$ cat config.mk
export PLATFORM = sky130hd
export DESIGN_NAME = car_odometer
export DESIGN_NICKNAME = d
export VERILOG_FILES = /design/src/rtl/car_odometer.sv
export SDC_FILE = /design/constraint.sdc
export NUM_CORES = 1
export LEC_CHECK = 0
export CAP_MARGIN = 10
export CORE_MARGIN = 3
export CORE_UTILIZATION = 59
export DETAILED_ROUTE_END_ITERATION = 6
export PLACE_DENSITY = 0.88
export SLEW_MARGIN = 20
export SYNTH_ARGS = -nofsm -noshare
export SYNTH_HDL_FRONTEND = slang
export SYNTH_SLANG_ARGS = --single-unit
$ cat constraint.sdc
create_clock -name clk -period 3.2 [get_ports clk]
set_input_delay 0.64 -clock clk [delete_from_list [all_inputs] [get_ports clk]]
set_output_delay 0.64 -clock clk [all_outputs]
set_load 0.05 [all_outputs]
$ cat src/rtl/car_odometer.sv
// Car odometer: counts distance in mileage units while the car is driving.
// A 32-bit prescaler divides clk by DIV; each wrap advances a 4-digit
// packed-BCD mileage register and emits a one-cycle unit_tick.
// Optional feature macro: ODO_SATURATE_EN
//   defined   -> mileage sticks at 9999 and ovf is sticky until clear/OFF/reset
//   undefined -> mileage wraps 9999 -> 0000 and ovf pulses with that tick
module car_odometer #(
    parameter logic [31:0] DIV = 32'd50_000_000
) (
    input  logic        clk,
    input  logic        reset,
    input  logic [1:0]  mode,
    input  logic        moving,
    input  logic        clear,
    output logic [15:0] mile,
    output logic        unit_tick,
    output logic        ovf
);

    typedef enum logic [1:0] {
        ST_OFF   = 2'd0,
        ST_STOP  = 2'd1,
        ST_DRIVE = 2'd2
    } state_t;

    localparam logic [31:0] DIV_M1 = DIV - 32'd1;

    state_t      state_q;
    logic [31:0] presc_q;
    logic [15:0] mile_q;
    logic        tick_q;
    logic        ovf_q;

    logic [16:0] mile_inc;
    logic        presc_hit;

    // Ripple-carry BCD increment; bit 16 is the carry out of digit 3.
    function automatic logic [16:0] bcd_inc(input logic [15:0] v);
        logic [16:0] r;
        logic        c;
        r = '0;
        c = 1'b1;
        for (int i = 0; i < 4; i++) begin
            if (c && (v[i*4 +: 4] == 4'd9)) begin
                r[i*4 +: 4] = 4'd0;
                c = 1'b1;
            end else if (c) begin
                r[i*4 +: 4] = v[i*4 +: 4] + 4'd1;
                c = 1'b0;
            end else begin
                r[i*4 +: 4] = v[i*4 +: 4];
            end
        end
        r[16] = c;
        return r;
    endfunction

    // Next mileage value and prescaler terminal-count detection.
    always_comb begin
        mile_inc  = bcd_inc(mile_q);
        presc_hit = (presc_q == DIV_M1);
    end

    // Power/drive state machine together with prescaler, mileage and flags.
    always_ff @(posedge clk or negedge reset) begin
        if (!reset) begin
            state_q <= ST_OFF;
            presc_q <= 32'd0;
            mile_q  <= 16'h0000;
            tick_q  <= 1'b0;
            ovf_q   <= 1'b0;
        end else begin
            tick_q <= 1'b0;
`ifdef ODO_SATURATE_EN
            ovf_q  <= ovf_q;
`else
            ovf_q  <= 1'b0;
`endif
            if (mode == 2'b00) begin
                // Power off dominates everything, including a due increment.
                state_q <= ST_OFF;
                presc_q <= 32'd0;
                mile_q  <= 16'h0000;
                ovf_q   <= 1'b0;
            end else begin
                case (state_q)
                    ST_OFF:   state_q <= ST_STOP;
                    ST_STOP:  if (moving)  state_q <= ST_DRIVE;
                    ST_DRIVE: if (!moving) state_q <= ST_STOP;
                    default:  state_q <= ST_OFF;
                endcase

                if (state_q != ST_OFF) begin
                    if (clear) begin
                        presc_q <= 32'd0;
                        mile_q  <= 16'h0000;
                        ovf_q   <= 1'b0;
                    end else if (state_q == ST_DRIVE) begin
                        if (presc_hit) begin
                            presc_q <= 32'd0;
                            tick_q  <= 1'b1;
                            if (mile_inc[16]) begin
`ifdef ODO_SATURATE_EN
                                ovf_q  <= 1'b1;
`else
                                mile_q <= mile_inc[15:0];
                                ovf_q  <= 1'b1;
`endif
                            end else begin
                                mile_q <= mile_inc[15:0];
                            end
                        end else begin
                            presc_q <= presc_q + 32'd1;
                        end
                    end
                end
            end
        end
    end

    assign mile      = mile_q;
    assign unit_tick = tick_q;
    assign ovf       = ovf_q;

endmodule

==> results of run 1 <==
-- metal layers --
layer	part of all wire (%)	GRT usage (%)	vias to the layer above	routed length (um)
met5	0	0	-	0
met4	1.6	8.54	0	106
met3	6.7	3.52	15	431
met2	47	37.3	109	3060
met1	44	31.0	1197	2880
li1	-	-	1189	-
-- synth_stat cells (2+ instances only) --
| cell | count | area [sq um] |
|---|---|---|
| a21o_1 | 3 | 22.5 |
| a21oi_1 | 3 | 15.0 |
| a31oi_1 | 4 | 25.0 |
| and2_1 | 3 | 18.8 |
| and3_1 | 8 | 50.1 |
| and4_1 | 4 | 35.0 |
| buf_2 | 6 | 30.0 |
| clkbuf_1 | 8 | 30.0 |
| dfrtp_1 | 52 | 1300 |
| ha_1 | 9 | 113 |
| inv_1 | 8 | 30.0 |
| mux2_1 | 3 | 33.8 |
| mux2_2 | 2 | 22.5 |
| mux2i_1 | 3 | 30.0 |
| nand2_1 | 22 | 82.6 |
| nand3_1 | 20 | 100 |
| nand3b_1 | 4 | 30.0 |
| nand4_1 | 10 | 62.6 |
| nor2_1 | 40 | 150 |
| nor3_1 | 18 | 90.1 |
| nor3b_1 | 2 | 15.0 |
| nor4_1 | 12 | 75.1 |
| o211ai_1 | 5 | 37.5 |
| o21ai_0 | 6 | 30.0 |
| o21ai_1 | 4 | 20.0 |
| o22a_1 | 2 | 17.5 |
| o31ai_1 | 2 | 15.0 |
| or3_1 | 2 | 12.5 |
| or4_1 | 2 | 15.0 |
| xnor2_1 | 22 | 193 |
| xor2_1 | 6 | 52.6 |
-- flip-flops by register name (all words and copies together), names as in the netlist --
signal and flops:
presc_q 32, state_q 2, unit_tick 1, ovf 1, mile 16
-- kinds of logic after synthesis --
logic type      synth area share, %
buf+inv                        3.03
compound gates                 8.58
xor+xnor                       8.24
fa+ha+maj                      4.12
mux                            2.90
simple gates                   29.4
flops                          43.7
-- critical path, stage by stage --
cell	delay (ps)
clkdlybuf4s50_1	430
nor2_1	330
or2_1	460
nand2_1	230
or4_1	520
o21ai_1	130
-- layout make-up --
| type | count | area share, % |
|---|---|---|
| Multi-Input combinational cell | 245 | 47.2 |
| Inverter | 8 | 0.893 |
| Timing Repair Buffer | 28 | 7.81 |
| Tap cell | 67 | 2.49 |
| Sequential cell | 52 | 38.7 |
| Clock buffer | 7 | 2.86 |
-- per-stage QoR --
step	instances	hold slack [ps]	cell area [sq um]	setup slack, ps
after floorplan	319	344	2980	1020
after detailed placement	400	514	3270	399
final	407	316	3360	700
after CTS	407	339	3360	715
after global routing	407	359	3360	533
after global placement	400	517	3270	511
-- power groups by stage --
stage	clock network, mW	logic (mW)	registers, mW
2_1_floorplan	0	0.0907	0.736
3_3_place_gp	0	0.185	0.705
3_5_place_dp	0	0.191	0.706
4_1_cts	0.407	0.193	0.694
5_1_grt	0.431	0.210	0.698
6_report	0.406	0.190	0.694
-- how the worst min path moves through the flow --
stage | startpoint | end | slack, ps | cells after the start
finish | reset | mile[15] | 320 | 1
global route | reset | mile[8] | 360 | 1
CTS | reset | mile[8] | 340 | 1
detailed placement | mile[11] | mile[11] | 510 | 1
global placement | mile[11] | mile[11] | 520 | 1
floorplan | reset | mile[0] | 340 | 0
==> impl_metrics.json, run 1 <==
{
  "p_total_mw": 1.29,
  "status": "complete, no violations",
  "hold_viol": 0,
  "cts-root-buf": "clkbuf_8",
  "rows": 25,
  "crit_fanout": 14,
  "grt_first_pass_wirelength_um": 11200,
  "die_x_um": 77.0,
  "clock_latency_ps": 310,
  "pwr-share-comb_pct": 14.8,
  "synth-async-reset-ratio_pct": 100,
  "netlist_area_sq_um": 2980,
  "cap_viol_max_count": 0,
  "grt_overflow_total": 0,
  "synth_edf_count": 0,
  "cts_setup_buffers": 0,
  "h-tree-depth": 2,
  "skew_ps": 8.39,
  "synth-main-ff-cell": "dfrtp_1",
  "ys_types": 55,
  "fin_setup_tns_ps": 0,
  "p_sw_share_pct": 28.3,
  "initial_core_util_pct": 62.2,
  "grt_pass1_vias": 2416,
  "hold_buffers": 0,
  "multi_input_area_sq_um": 1590,
  "slew_violations": 0,
  "finalNetCount": 355,
  "ys_ff_latch": 52,
  "place_congestion": 0.865,
  "ff2ff_setup_slack_ps": 880,
  "syn_area_per_cell_sq_um": 9.33,
  "period_needed_ps": 2500,
  "layout_commonest_cell": "dfrtp_1",
  "vdd_drop_max_v": 0.000336,
  "layout-drive-gt1-share_pct": 7.35,
  "synthCells": 319,
  "drt_wl_total_um": 6480,
  "cts_sinks": 52,
  "rr_worst_depth": 7,
  "cp-endpoint": "mile[6]",
  "seq_area_sq_um": 1300,
  "via_per_inst": 6.17,
  "coreArea_sq_um": 4790,
  "p_per_area_nw_per_um2": 384,
  "crit_start": "mode[1]",
  "startpoint_type": "primary input",
  "r2r_end": "mile[14]",
  "finalCoreUtilization_pct": 70.3,
  "die-area_sq_um": 5930,
  "area_growth_pct": 13.0,
  "place_hpwl_um": 4440,
  "cts-resized-gates": 0,
  "cp-end-kind": "flop",
  "die_h_um": 77.0,
  "port_buffers": 23,
  "grt_max_degree": 31,
  "fin_crit_sh_pct": 78.1,
  "worstMarginPinSlew_ps": 672,
  "setup_viol": 0,
  "p_int_mw": 0.925,
  "syn-num-nets": 334,
  "ys_seq_area_share_pct": 43.7,
  "vias": 2510,
  "crit_required_ps": 3440,
  "synth_warnings": 0,
  "regToRegStartpoint": "mile[1]",
  "power_frac_clock_pct": 31.5,
  "clkTransAtPathRegs_ps": 90,
  "final_cell_mix": "dfrtp_1 (52), nor2_1 (40), nand2_1 (22), xnor2_1 (22), clkdlybuf4s50_1 (22)",
  "drt_iter0_markers": 216,
  "relSlewSlack_pct": 54.9,
  "cts_tree": "built",
  "grtUsageTotal_pct": 22.9,
  "drt-wirelength-per-cell_um": 15.9,
  "diodes": 0,
  "ioPinCount": 24,
  "p_seq_share_pct": 53.8,
  "critPathArrivalTime_ps": 2740,
  "hold_path.class": "in -> async",
  "p_sw_mw": 0.365,
  "numCtsBuffers": 5,
  "fmax_mhz": 400,
  "nFillCells": 360,
  "clk_path_buf_depth": 2,
  "path_class": "in -> reg",
  "drc_errors": 0,
  "antenna_found_initial": 0,
  "drt_pre_antenna_iters": 5,
  "final_antenna_net_count": 0,
  "grt_setup_unrepaired": "false",
  "p_leak_nw": 1.33
}
No activity file was read; power rests on OpenSTA's default activity.
==> run 2: changes to the inputs <==
--- a/config.mk
+++ b/config.mk
@@ -7,9 +7,9 @@
 export LEC_CHECK = 0
 export CAP_MARGIN = 10
 export CORE_MARGIN = 3
-export CORE_UTILIZATION = 59
+export CORE_UTILIZATION = 58
 export DETAILED_ROUTE_END_ITERATION = 6
-export PLACE_DENSITY = 0.88
+export PLACE_DENSITY = 0.87
 export SLEW_MARGIN = 20
 export SYNTH_ARGS = -nofsm -noshare
 export SYNTH_HDL_FRONTEND = slang
==> constraint.sdc (replaced) <==
create_clock -name clk -period 2.4 [get_ports clk]
set_input_delay 0.48 -clock clk [delete_from_list [all_inputs] [get_ports clk]]
set_output_delay 0.48 -clock clk [all_outputs]
set_load 0.05 [all_outputs]
==> impl_metrics.json, run 2 (synthesis results as in run 1) <==
{
  "port_buffers": 23,
  "final_antenna_net_count": 0,
  "antenna_found_initial": 0,
  "drc_errors": 0,
  "path_cells": "clkdlybuf4s50_1",
  "setup_viol": 0,
  "critPathMaxStageDelay_ps": 850,
  "coreArea_sq_um": 4850,
  "h-tree-depth": 2,
  "grt_overflow_total": 0,
  "drt_wl_total_um": 6590,
  "drt_pre_antenna_iters": 4,
  "startpoint_type": "flop",
  "status": "complete, no violations",
  "largest_reg_flops": 32,
  "grt_use_met1_pct": 31.8,
  "clk_path_buf_depth": 2,
  "numCtsBuffers": 5,
  "rows": 25,
  "cts_tree": "built",
  "cap_viol_max_count": 0,
  "skew_ps": 6.47,
  "multi_input_area_sq_um": 1590,
  "cts-root-buf": "clkbuf_8",
  "p_per_area_nw_per_um2": 503,
  "vdd_drop_max_v": 0.000371,
  "critPathArrivalTime_ps": 1620,
  "die_x_um": 77.6,
  "period_needed_ps": 2100,
  "cts-resized-gates": 0,
  "timing.critical_path.buf_inv": 1,
  "worstMarginPinSlew_ps": 657,
  "nFillCells": 364,
  "fin_area_sq_um": 3420,
  "regToRegStartpoint": "presc_q[11]",
  "vias": 2509,
  "via_per_inst": 6.03,
  "p_total_mw": 1.72,
  "crit_required_ps": 1920,
  "diodes": 0,
  "rr_worst_depth": 6,
  "path_depth": 1,
  "clock_latency_ps": 320,
  "fin_crit_sh_pct": 87.7,
  "final_cell_mix": "dfrtp_1 (52), nor2_1 (40), nand2_1 (22), xnor2_1 (22), clkdlybuf4s50_1 (22)",
  "crit_fanout": 7,
  "fin_hold_ws_ps": 277,
  "place_congestion": 0.875,
  "p_leak_nw": 1.37,
  "hold_path.class": "in -> async",
  "grt_use_met3_pct": 3.94,
  "drt_iter0_markers": 189,
  "finalNetCount": 363,
  "fin_setup_tns_ps": 0,
  "die_h_um": 77.6,
  "fmax_mhz": 475,
  "seq_area_sq_um": 1300,
  "relSlewSlack_pct": 56.2,
  "regMostFlops": "presc_q",
  "gr-usage-met2_pct": 39.7,
  "cp_top_family": "buffers and inverters",
  "die-area_sq_um": 6030,
  "clkTransAtPathRegs_ps": 90,
  "hold_buffers": 0,
  "path_class": "reg -> out",
  "crit_slowest_cell": "clkdlybuf4s50_1",
  "ioPinCount": 24,
  "layout-drive-gt1-share_pct": 9.17,
  "grtUsageTotal_pct": 24.2,
  "drt-wirelength-per-cell_um": 15.8,
  "area_growth_pct": 14.8,
  "busiest_layer": "met2",
  "grt_max_degree": 53,
  "cts_setup_buffers": 0,
  "initial_core_util_pct": 61.4,
  "hold_viol": 0,
  "cp-end-kind": "output pin",
  "layout_commonest_cell": "dfrtp_1",
  "crit_start": "mile[4]",
  "cts_sinks": 52,
  "grt_setup_unrepaired": "false",
  "place_hpwl_um": 4680,
  "grt_pass1_vias": 2483,
  "grt_first_pass_wirelength_um": 11600,
  "place_area_sq_um": 3330,
  "slew_violations": 0
}
==> run 2: worst paths after layout <==
check | to | slack (ps)
hold reg to reg | mile[11] | 550
hold / removal | presc_q[16] | 280
max in group asynchronous | presc_q[20] | 1690
setup / recovery | mile[4] | 300
setup reg to reg | mile[7] | 310
min in group clk | mile[11] | 550
==> run 2: cell type report <==
class	count	area share (%)
Multi-Input combinational cell	245	46.5
Timing Repair Buffer	36	9.45
Sequential cell	52	38.1
Tap cell	67	2.45
Inverter	8	0.879
Clock buffer	8	2.64
==> run 2: stage by stage <==
step / worst slack (ps) / instances / utilization, %
final: 295 / 416 / 70.5
after global routing: 151 / 416 / 70.5
after CTS: 291 / 416 / 70.5
after detailed placement: -0.274 / 408 / 68.6
after global placement: 41.3 / 408 / 68.6
after floorplan: 221 / 319 / -
==> run 2: per-layer routing <==
metal,share of wire [%],vias up
met3,6.7,9
met1,44,1194
met2,48,94
met5,0,-
met4,1.5,0
li1,-,1212
==> run 2: power breakdown <==
part	switching, mW	internal (mW)
Combinational	0.177	0.0901
Clock	0.286	0.236
Sequential	0.0338	0.896
Total	0.497	1.22
